--- config.mk ---
export PLATFORM = sky130hd
export DESIGN_NAME = round_scheduler_flat
export DESIGN_NICKNAME = d
export VERILOG_FILES = /design/src/rtl/round_sched_pkg.sv /design/src/rtl/round_scheduler_if.sv /design/src/rtl/round_sched_timer.sv /design/src/rtl/round_scheduler.sv /design/src/flat_wrapper.sv
export SDC_FILE = /design/constraint.sdc
export NUM_CORES = 1
export LEC_CHECK = 0
export CORE_MARGIN = 3
export CORE_UTILIZATION = 43
export DETAILED_ROUTE_END_ITERATION = 10
export PLACE_DENSITY_LB_ADDON = 0.25
export REMOVE_ABC_BUFFERS = 1
export SYNTH_ARGS = -nofsm -noshare
export SYNTH_HDL_FRONTEND = slang
export SYNTH_SLANG_ARGS = --single-unit
export TNS_END_PERCENT = 5
--- constraint.sdc ---
create_clock -name i_clk -period 4.9 [get_ports i_clk]
set_clock_uncertainty 0.2 [all_clocks]
set_input_delay 1.225 -clock i_clk [delete_from_list [all_inputs] [get_ports i_clk]]
set_output_delay 1.225 -clock i_clk [all_outputs]
set_load 0.05 [all_outputs]
--- src/rtl/round_sched_pkg.sv ---
// round_sched_pkg: shared types for the round scheduler.
//   state_t : job sequencer states IDLE, SYNC, LAUNCH, WAIT, PULL, DONE.
package round_sched_pkg;

    typedef enum logic [2:0] {
        IDLE,
        SYNC,
        LAUNCH,
        WAIT,
        PULL,
        DONE
    } state_t;

endpackage

--- src/rtl/round_scheduler_if.sv ---
// round_scheduler_if: host/gate-array handshake bundle for round_scheduler.
//   master modport : host side (drives job request, abort and gate readies)
//   slave modport  : scheduler side (drives busy/pulses/round count/done/err)
// Signals
//   i_req, i_rounds, i_gate_en, i_abort, i_tx_ready, i_rx_ready : toward scheduler
//   o_busy, o_gen_sync, o_tx_start, o_rx_pull, o_round_cnt,
//   o_done, o_err                                              : from scheduler
interface round_scheduler_if #(
    parameter int GATE_NUMBER = 8,
    parameter int ROUND_W     = 16
);
    logic                   i_req;
    logic [ROUND_W-1:0]     i_rounds;
    logic [GATE_NUMBER-1:0] i_gate_en;
    logic                   i_abort;
    logic [GATE_NUMBER-1:0] i_tx_ready;
    logic [GATE_NUMBER-1:0] i_rx_ready;
    logic                   o_busy;
    logic                   o_gen_sync;
    logic                   o_tx_start;
    logic                   o_rx_pull;
    logic [ROUND_W-1:0]     o_round_cnt;
    logic                   o_done;
    logic                   o_err;

    modport master (
        output i_req, i_rounds, i_gate_en, i_abort, i_tx_ready, i_rx_ready,
        input  o_busy, o_gen_sync, o_tx_start, o_rx_pull, o_round_cnt, o_done, o_err
    );

    modport slave (
        input  i_req, i_rounds, i_gate_en, i_abort, i_tx_ready, i_rx_ready,
        output o_busy, o_gen_sync, o_tx_start, o_rx_pull, o_round_cnt, o_done, o_err
    );

endinterface

--- src/rtl/round_sched_timer.sv ---
// round_sched_timer: per-round WAIT watchdog for round_scheduler.
//   clk     in  : clock
//   rst     in  : synchronous active-high reset
//   load    in  : clear the count (asserted while launching a round)
//   enable  in  : count one WAIT cycle
//   expired out : high during the TIMEOUT_CYCLES-th consecutive enabled cycle
module round_sched_timer #(
    parameter int TIMEOUT_CYCLES = 1024
) (
    input  logic clk,
    input  logic rst,
    input  logic load,
    input  logic enable,
    output logic expired
);

    localparam int CW = $clog2(TIMEOUT_CYCLES + 1);

    logic [CW-1:0] count;

    // count holds the number of WAIT cycles already elapsed, so the current
    // cycle is the last allowed one when count reaches TIMEOUT_CYCLES-1.
    assign expired = enable && (count == CW'(TIMEOUT_CYCLES - 1));

    always_ff @(posedge clk) begin
        if (rst || load) begin
            count <= '0;
        end else if (enable && !expired) begin
            count <= count + CW'(1);
        end
    end

endmodule

--- src/rtl/round_scheduler.sv ---
// round_scheduler: job-level sequencer for the gate array sync/launch/pull path.
// Accepts a job (round count + gate mask), issues one gen_sync, then per round
// one tx_start, waits for every enabled gate's tx/rx ready and issues rx_pull.
// Reports done (pulse) and a sticky err (abort / timeout).
// Ports
//   i_clk, i_rst : clock, synchronous active-high reset
//   bus (slave)  : i_req, i_rounds, i_gate_en, i_abort, i_tx_ready, i_rx_ready in;
//                  o_busy, o_gen_sync, o_tx_start, o_rx_pull, o_round_cnt,
//                  o_done, o_err out (all registered, Moore-decoded from state)
// Configuration
//   ROUND_SCHED_TIMEOUT_EN : when defined, a WAIT lasting TIMEOUT_CYCLES cycles
//                            without all gates ready ends the job with o_err.
module round_scheduler
    import round_sched_pkg::*;
#(
    parameter int GATE_NUMBER    = 8,
    parameter int ROUND_W        = 16,
    parameter int TIMEOUT_CYCLES = 1024
) (
    input  logic               i_clk,
    input  logic               i_rst,
    round_scheduler_if.slave   bus
);

    state_t                 state;
    state_t                 state_nxt;
    logic [ROUND_W-1:0]     rounds_q;
    logic [GATE_NUMBER-1:0] mask_q;
    logic [ROUND_W-1:0]     cnt_q;
    logic [ROUND_W-1:0]     cnt_inc;
    logic                   err_q;
    logic                   busy_q;
    logic                   gen_sync_q;
    logic                   tx_start_q;
    logic                   rx_pull_q;
    logic                   done_q;
    logic                   all_ready;
    logic                   active;
    logic                   wait_expired;
    logic                   timeout_hit;

`ifdef ROUND_SCHED_TIMEOUT_EN
    round_sched_timer #(
        .TIMEOUT_CYCLES(TIMEOUT_CYCLES)
    ) u_timer (
        .clk     (i_clk),
        .rst     (i_rst),
        .load    (state == LAUNCH),
        .enable  (state == WAIT),
        .expired (wait_expired)
    );
`else
    // No watchdog: WAIT holds until the gates are ready or the job is aborted.
    // The comparison is constant-false for any legal TIMEOUT_CYCLES.
    assign wait_expired = (TIMEOUT_CYCLES < 0);
`endif

    // Masked-off gates count as ready; an all-zero mask is ready immediately.
    assign all_ready   = &((bus.i_tx_ready & bus.i_rx_ready) | ~mask_q);
    assign cnt_inc     = cnt_q + ROUND_W'(1);
    assign active      = (state == SYNC) || (state == LAUNCH) ||
                         (state == WAIT) || (state == PULL);
    // Readiness on the final allowed WAIT cycle still wins over the timeout.
    assign timeout_hit = (state == WAIT) && wait_expired && !all_ready;

    always_comb begin
        state_nxt = state;
        case (state)
            IDLE: begin
                if (bus.i_req) begin
                    state_nxt = (bus.i_rounds == '0) ? DONE : SYNC;
                end
            end
            SYNC:   state_nxt = bus.i_abort ? DONE : LAUNCH;
            LAUNCH: state_nxt = bus.i_abort ? DONE : WAIT;
            WAIT: begin
                if (bus.i_abort) begin
                    state_nxt = DONE;
                end else if (all_ready) begin
                    state_nxt = PULL;
                end else if (timeout_hit) begin
                    state_nxt = DONE;
                end
            end
            PULL: begin
                if (bus.i_abort || (cnt_inc == rounds_q)) begin
                    state_nxt = DONE;
                end else begin
                    state_nxt = LAUNCH;
                end
            end
            DONE:    state_nxt = IDLE;
            default: state_nxt = IDLE;
        endcase
    end

    // Outputs are decoded from the next state so each one is a register that
    // is high for exactly the cycle spent in the corresponding state.
    always_ff @(posedge i_clk) begin
        if (i_rst) begin
            state      <= IDLE;
            rounds_q   <= '0;
            mask_q     <= '0;
            cnt_q      <= '0;
            err_q      <= 1'b0;
            busy_q     <= 1'b0;
            gen_sync_q <= 1'b0;
            tx_start_q <= 1'b0;
            rx_pull_q  <= 1'b0;
            done_q     <= 1'b0;
        end else begin
            state      <= state_nxt;
            busy_q     <= (state_nxt != IDLE);
            gen_sync_q <= (state_nxt == SYNC);
            tx_start_q <= (state_nxt == LAUNCH);
            rx_pull_q  <= (state_nxt == PULL);
            done_q     <= (state_nxt == DONE);

            if ((state == IDLE) && bus.i_req) begin
                rounds_q <= bus.i_rounds;
                mask_q   <= bus.i_gate_en;
                cnt_q    <= '0;
                err_q    <= 1'b0;
            end

            // The round is counted even when an abort lands in PULL.
            if (state == PULL) begin
                cnt_q <= cnt_inc;
            end

            if ((active && bus.i_abort) || timeout_hit) begin
                err_q <= 1'b1;
            end
        end
    end

    assign bus.o_busy      = busy_q;
    assign bus.o_gen_sync  = gen_sync_q;
    assign bus.o_tx_start  = tx_start_q;
    assign bus.o_rx_pull   = rx_pull_q;
    assign bus.o_round_cnt = cnt_q;
    assign bus.o_done      = done_q;
    assign bus.o_err       = err_q;

endmodule

--- src/flat_wrapper.sv ---
// flat-port wrapper written by rule: the top's interface ports become plain ports
module round_scheduler_flat import round_sched_pkg::*;
#(
    parameter int GATE_NUMBER    = 8,
    parameter int ROUND_W        = 16,
    parameter int TIMEOUT_CYCLES = 1024
)
  (i_clk, i_rst, bus_i_req, bus_i_rounds, bus_i_gate_en, bus_i_abort, bus_i_tx_ready, bus_i_rx_ready, bus_o_busy, bus_o_gen_sync, bus_o_tx_start, bus_o_rx_pull, bus_o_round_cnt, bus_o_done, bus_o_err);
  round_scheduler_if #(.GATE_NUMBER(GATE_NUMBER), .ROUND_W(ROUND_W)) bus_i ();
  input  logic i_clk;
  input  logic i_rst;
  input wire logic [$bits(bus_i.i_req)-1:0] bus_i_req;
  input wire logic [$bits(bus_i.i_rounds)-1:0] bus_i_rounds;
  input wire logic [$bits(bus_i.i_gate_en)-1:0] bus_i_gate_en;
  input wire logic [$bits(bus_i.i_abort)-1:0] bus_i_abort;
  input wire logic [$bits(bus_i.i_tx_ready)-1:0] bus_i_tx_ready;
  input wire logic [$bits(bus_i.i_rx_ready)-1:0] bus_i_rx_ready;
  output wire logic [$bits(bus_i.o_busy)-1:0] bus_o_busy;
  output wire logic [$bits(bus_i.o_gen_sync)-1:0] bus_o_gen_sync;
  output wire logic [$bits(bus_i.o_tx_start)-1:0] bus_o_tx_start;
  output wire logic [$bits(bus_i.o_rx_pull)-1:0] bus_o_rx_pull;
  output wire logic [$bits(bus_i.o_round_cnt)-1:0] bus_o_round_cnt;
  output wire logic [$bits(bus_i.o_done)-1:0] bus_o_done;
  output wire logic [$bits(bus_i.o_err)-1:0] bus_o_err;
  assign bus_i.i_req = bus_i_req;
  assign bus_i.i_rounds = bus_i_rounds;
  assign bus_i.i_gate_en = bus_i_gate_en;
  assign bus_i.i_abort = bus_i_abort;
  assign bus_i.i_tx_ready = bus_i_tx_ready;
  assign bus_i.i_rx_ready = bus_i_rx_ready;
  assign bus_o_busy = bus_i.o_busy;
  assign bus_o_gen_sync = bus_i.o_gen_sync;
  assign bus_o_tx_start = bus_i.o_tx_start;
  assign bus_o_rx_pull = bus_i.o_rx_pull;
  assign bus_o_round_cnt = bus_i.o_round_cnt;
  assign bus_o_done = bus_i.o_done;
  assign bus_o_err = bus_i.o_err;
  round_scheduler #(.GATE_NUMBER(GATE_NUMBER), .ROUND_W(ROUND_W), .TIMEOUT_CYCLES(TIMEOUT_CYCLES)) u_core (.i_clk(i_clk), .i_rst(i_rst), .bus(bus_i));
endmodule
==> results.tsv <==
metric	value	unit
Syn-to-layout area delta	26.0	%
die height	85.5	um
Placed Cells	465	
TritonCTS Buffers	5	
worst r2r dst	u_core.state[2]$_SDFF_PP0_	
NetSw	607	uW
R2R Setup Slk	1620	ps
Setup Fix Bufs, Post-CTS	0	
Syn. warnings	0	
sequential share of the synthesized area	36.1	%
Pwr Density	415	mW/mm^2
Arr. time, crit path	3290	ps
IO Pins	66	
worst-path fanout max	9	
dominant cell type by area after synthesis	dfxtp_1	
setup TNS	0	ps
Die W	85.5	um
via count	2689	
CTS tree	done	
# rows	28	
mapped cell area	0.00272	mm^2
Max rail drop VDD	0.209	mV
Slew HR	28.6	%
max-cap violation count	0	
Min-Delay Endpoint	u_core.mask_q[3]$_SDFFE_PP0P_	
largest net degree at the start of global routing	27	
Pint	814	uW
Logic pwr share	46.1	%
Pleak	0.00118	uW
CTS resizes	0	
layout cell share with drive strength beyond 1	6.82	%
Tot GR Track Use	20.2	%
# port buffers	65	
H-tree depth	2	
share of the synthesized area in the top cell type	36.1	%
GRT overflow	0	
minimum clock period	3280	ps
RePlAce Congestion	0.852	
fraction of power consumed by sequential logic	38.3	%
Post-DP HPWL	5160	um
f_max	305	MHz
CTS Sinks	49	
DR vias/cell	5.71	
Post-CTS Hold Fix Bufs	0	
Slew Viols, Final	0	
number of global-route vias before repair	2469	
final WL	7100	um
status	finished, final reports clean	
clock slew at reported path FFs	80	ps
First DRT Iteration DRCs	170	
Hold Vio Cnt, Final	0	
Unique masters post-synth	61	
RSZ-0062 raised after global routing	false	
hold path cells	2	
ys flop type	dfxtp_1	
drc violations	0	
synth top area cells	dfxtp_1 (36%), nand2_1 (10%), a21oi_1 (8.5%)	
Root Buffer	clkbuf_8	
Setup crit end kind	register	
origin of the critical flop-to-flop path	u_core.bus.o_round_cnt[0]$_SDFFE_PP0P_	
die area	0.00730	mm^2
# setup viols final	0	
period utilization	67.0	%
Worst Setup Start Kind	register	
synthesized area per cell	7.80	um^2
core area	0.00603	mm^2
final net count	442	
CP Data Required Time	4900	ps
hold slack	261	ps
Worst R2R Path Depth	7	
drt pass-1 iters	5	
first-pass GRT wire length	12000	um
Post-synth EDFFs	0	
ANT cells	0	
WL per Instance	15.1	um
switch share	42.7	%
Final ANT Viol Nets	0	
initial antenna violation count	0	
most frequent cells in the layout	nand2_1 (72), clkdlybuf4s50_1 (65), dfxtp_1 (49)	
Clk pwr share	15.6	%
min-delay src	u_core.mask_q[3]$_SDFFE_PP0P_	
most common cell after layout, fill and taps aside	nand2_1	
worst slew pin tran	1070	ps
#FFs+latches synth	49	
worst skew pair latency	300	ps
fraction of registers with async set/reset	0	%
Finished Layout Cells	471	
WS Path Type	reg2reg	
Initial Util	45.1	%
HP Class	reg2reg	
post-synthesis cell count	348	
clk buf depth	2	
crit path launch	u_core.bus.o_round_cnt[0]$_SDFFE_PP0P_	
[per-layer routing]
| metal | GRT usage, % | up-vias | share of wire [%] |
|---|---|---|---|
| li1 | - | 1336 | - |
| met3 | 3.88 | 4 | 7.9 |
| met2 | 33.2 | 118 | 48 |
| met5 | 0 | - | 0 |
| met1 | 27.4 | 1231 | 43 |
| met4 | 4.75 | 0 | 0.73 |
[cell type report]
cell class / count / area [um^2]
fill: 589 / 2610
multi-input combinational: 268 / 1580
sequential: 49 / 981
timing repair buffer: 68 / 673
tap: 75 / 93.8
clock buffer: 5 / 68.8
inverter: 5 / 18.8
clock inverter: 1 / 5.00
[registers in the layout, summed over array words and instances (netlist names)]
signal                  cells
u_core.bus.o_round_cnt     16
u_core.rounds_q            16
u_core.mask_q               8
u_core.state                3
u_core.bus.o_busy           1
u_core.bus.o_done           1
u_core.bus.o_err            1
u_core.bus.o_gen_sync       1
u_core.bus.o_rx_pull        1
u_core.bus.o_tx_start       1
[cell usage after synthesis (4+ instances only)]
cell type   n
a211oi_1    4
dfxtp_1    49
nand3_1     8
inv_1       5
o21ai_0    11
nand4_1     5
buf_4       5
clkbuf_1   15
a21oi_1    46
nor2_1     20
xnor2_1    13
nor3_1      9
nand2b_1    5
xor2_1      8
nor4_1      5
nand2_1    72
[worst max-delay path, cell delays in order (launching register included)]
cell and delay (ps):
dfxtp_1 490, ha_1 370, nand3_2 230, or4_2 760
xnor2_1 160, a211o_1 230, or4_4 480, a221oi_2 270
[logic make-up after synthesis]
family / share of synthesized area [%]
AOI/OAI and AO/OA: 21.6
xor gates and xnor gates: 6.77
adders and majority gates: 0.461
buffers and inverters: 5.67
DFF: 36.1
and+or+nand+nor: 29.4
[power groups by stage]
| stage | registers [uW] | clock network, uW | logic, uW |
|---|---|---|---|
| finish | 544 | 222 | 655 |
| global route | 555 | 244 | 726 |
| CTS | 543 | 229 | 658 |
| detailed placement | 552 | 0 | 657 |
| global placement | 551 | 0 | 647 |
| floorplan | 614 | 0 | 366 |
[through the flow]
step / area, um^2 / power [uW] / setup WS, ps / util, %
detailed placement: 3350 / 1210 / 1520 / 55.5
global route: 3420 / 1520 / 1400 / 56.8
floorplan: 2580 / 980 / 1530 / -
CTS: 3420 / 1430 / 1610 / 56.8
finish: 3420 / 1420 / 1620 / 56.8
global placement: 3350 / 1200 / 1550 / 55.5
[how the worst max path moves through the flow]
| stage | end | slack, ps |
|---|---|---|
| after floorplan | u_core.state[1]$_SDFF_PP0_ | 1530 |
| after global placement | u_core.bus.o_done$_SDFF_PP0_ | 1550 |
| after detailed placement | u_core.bus.o_done$_SDFF_PP0_ | 1520 |
| after CTS | u_core.state[2]$_SDFF_PP0_ | 1610 |
| after global routing | u_core.state[2]$_SDFF_PP0_ | 1400 |
| final | u_core.state[2]$_SDFF_PP0_ | 1620 |
Note: power is estimated with default switching activity, not from simulation.
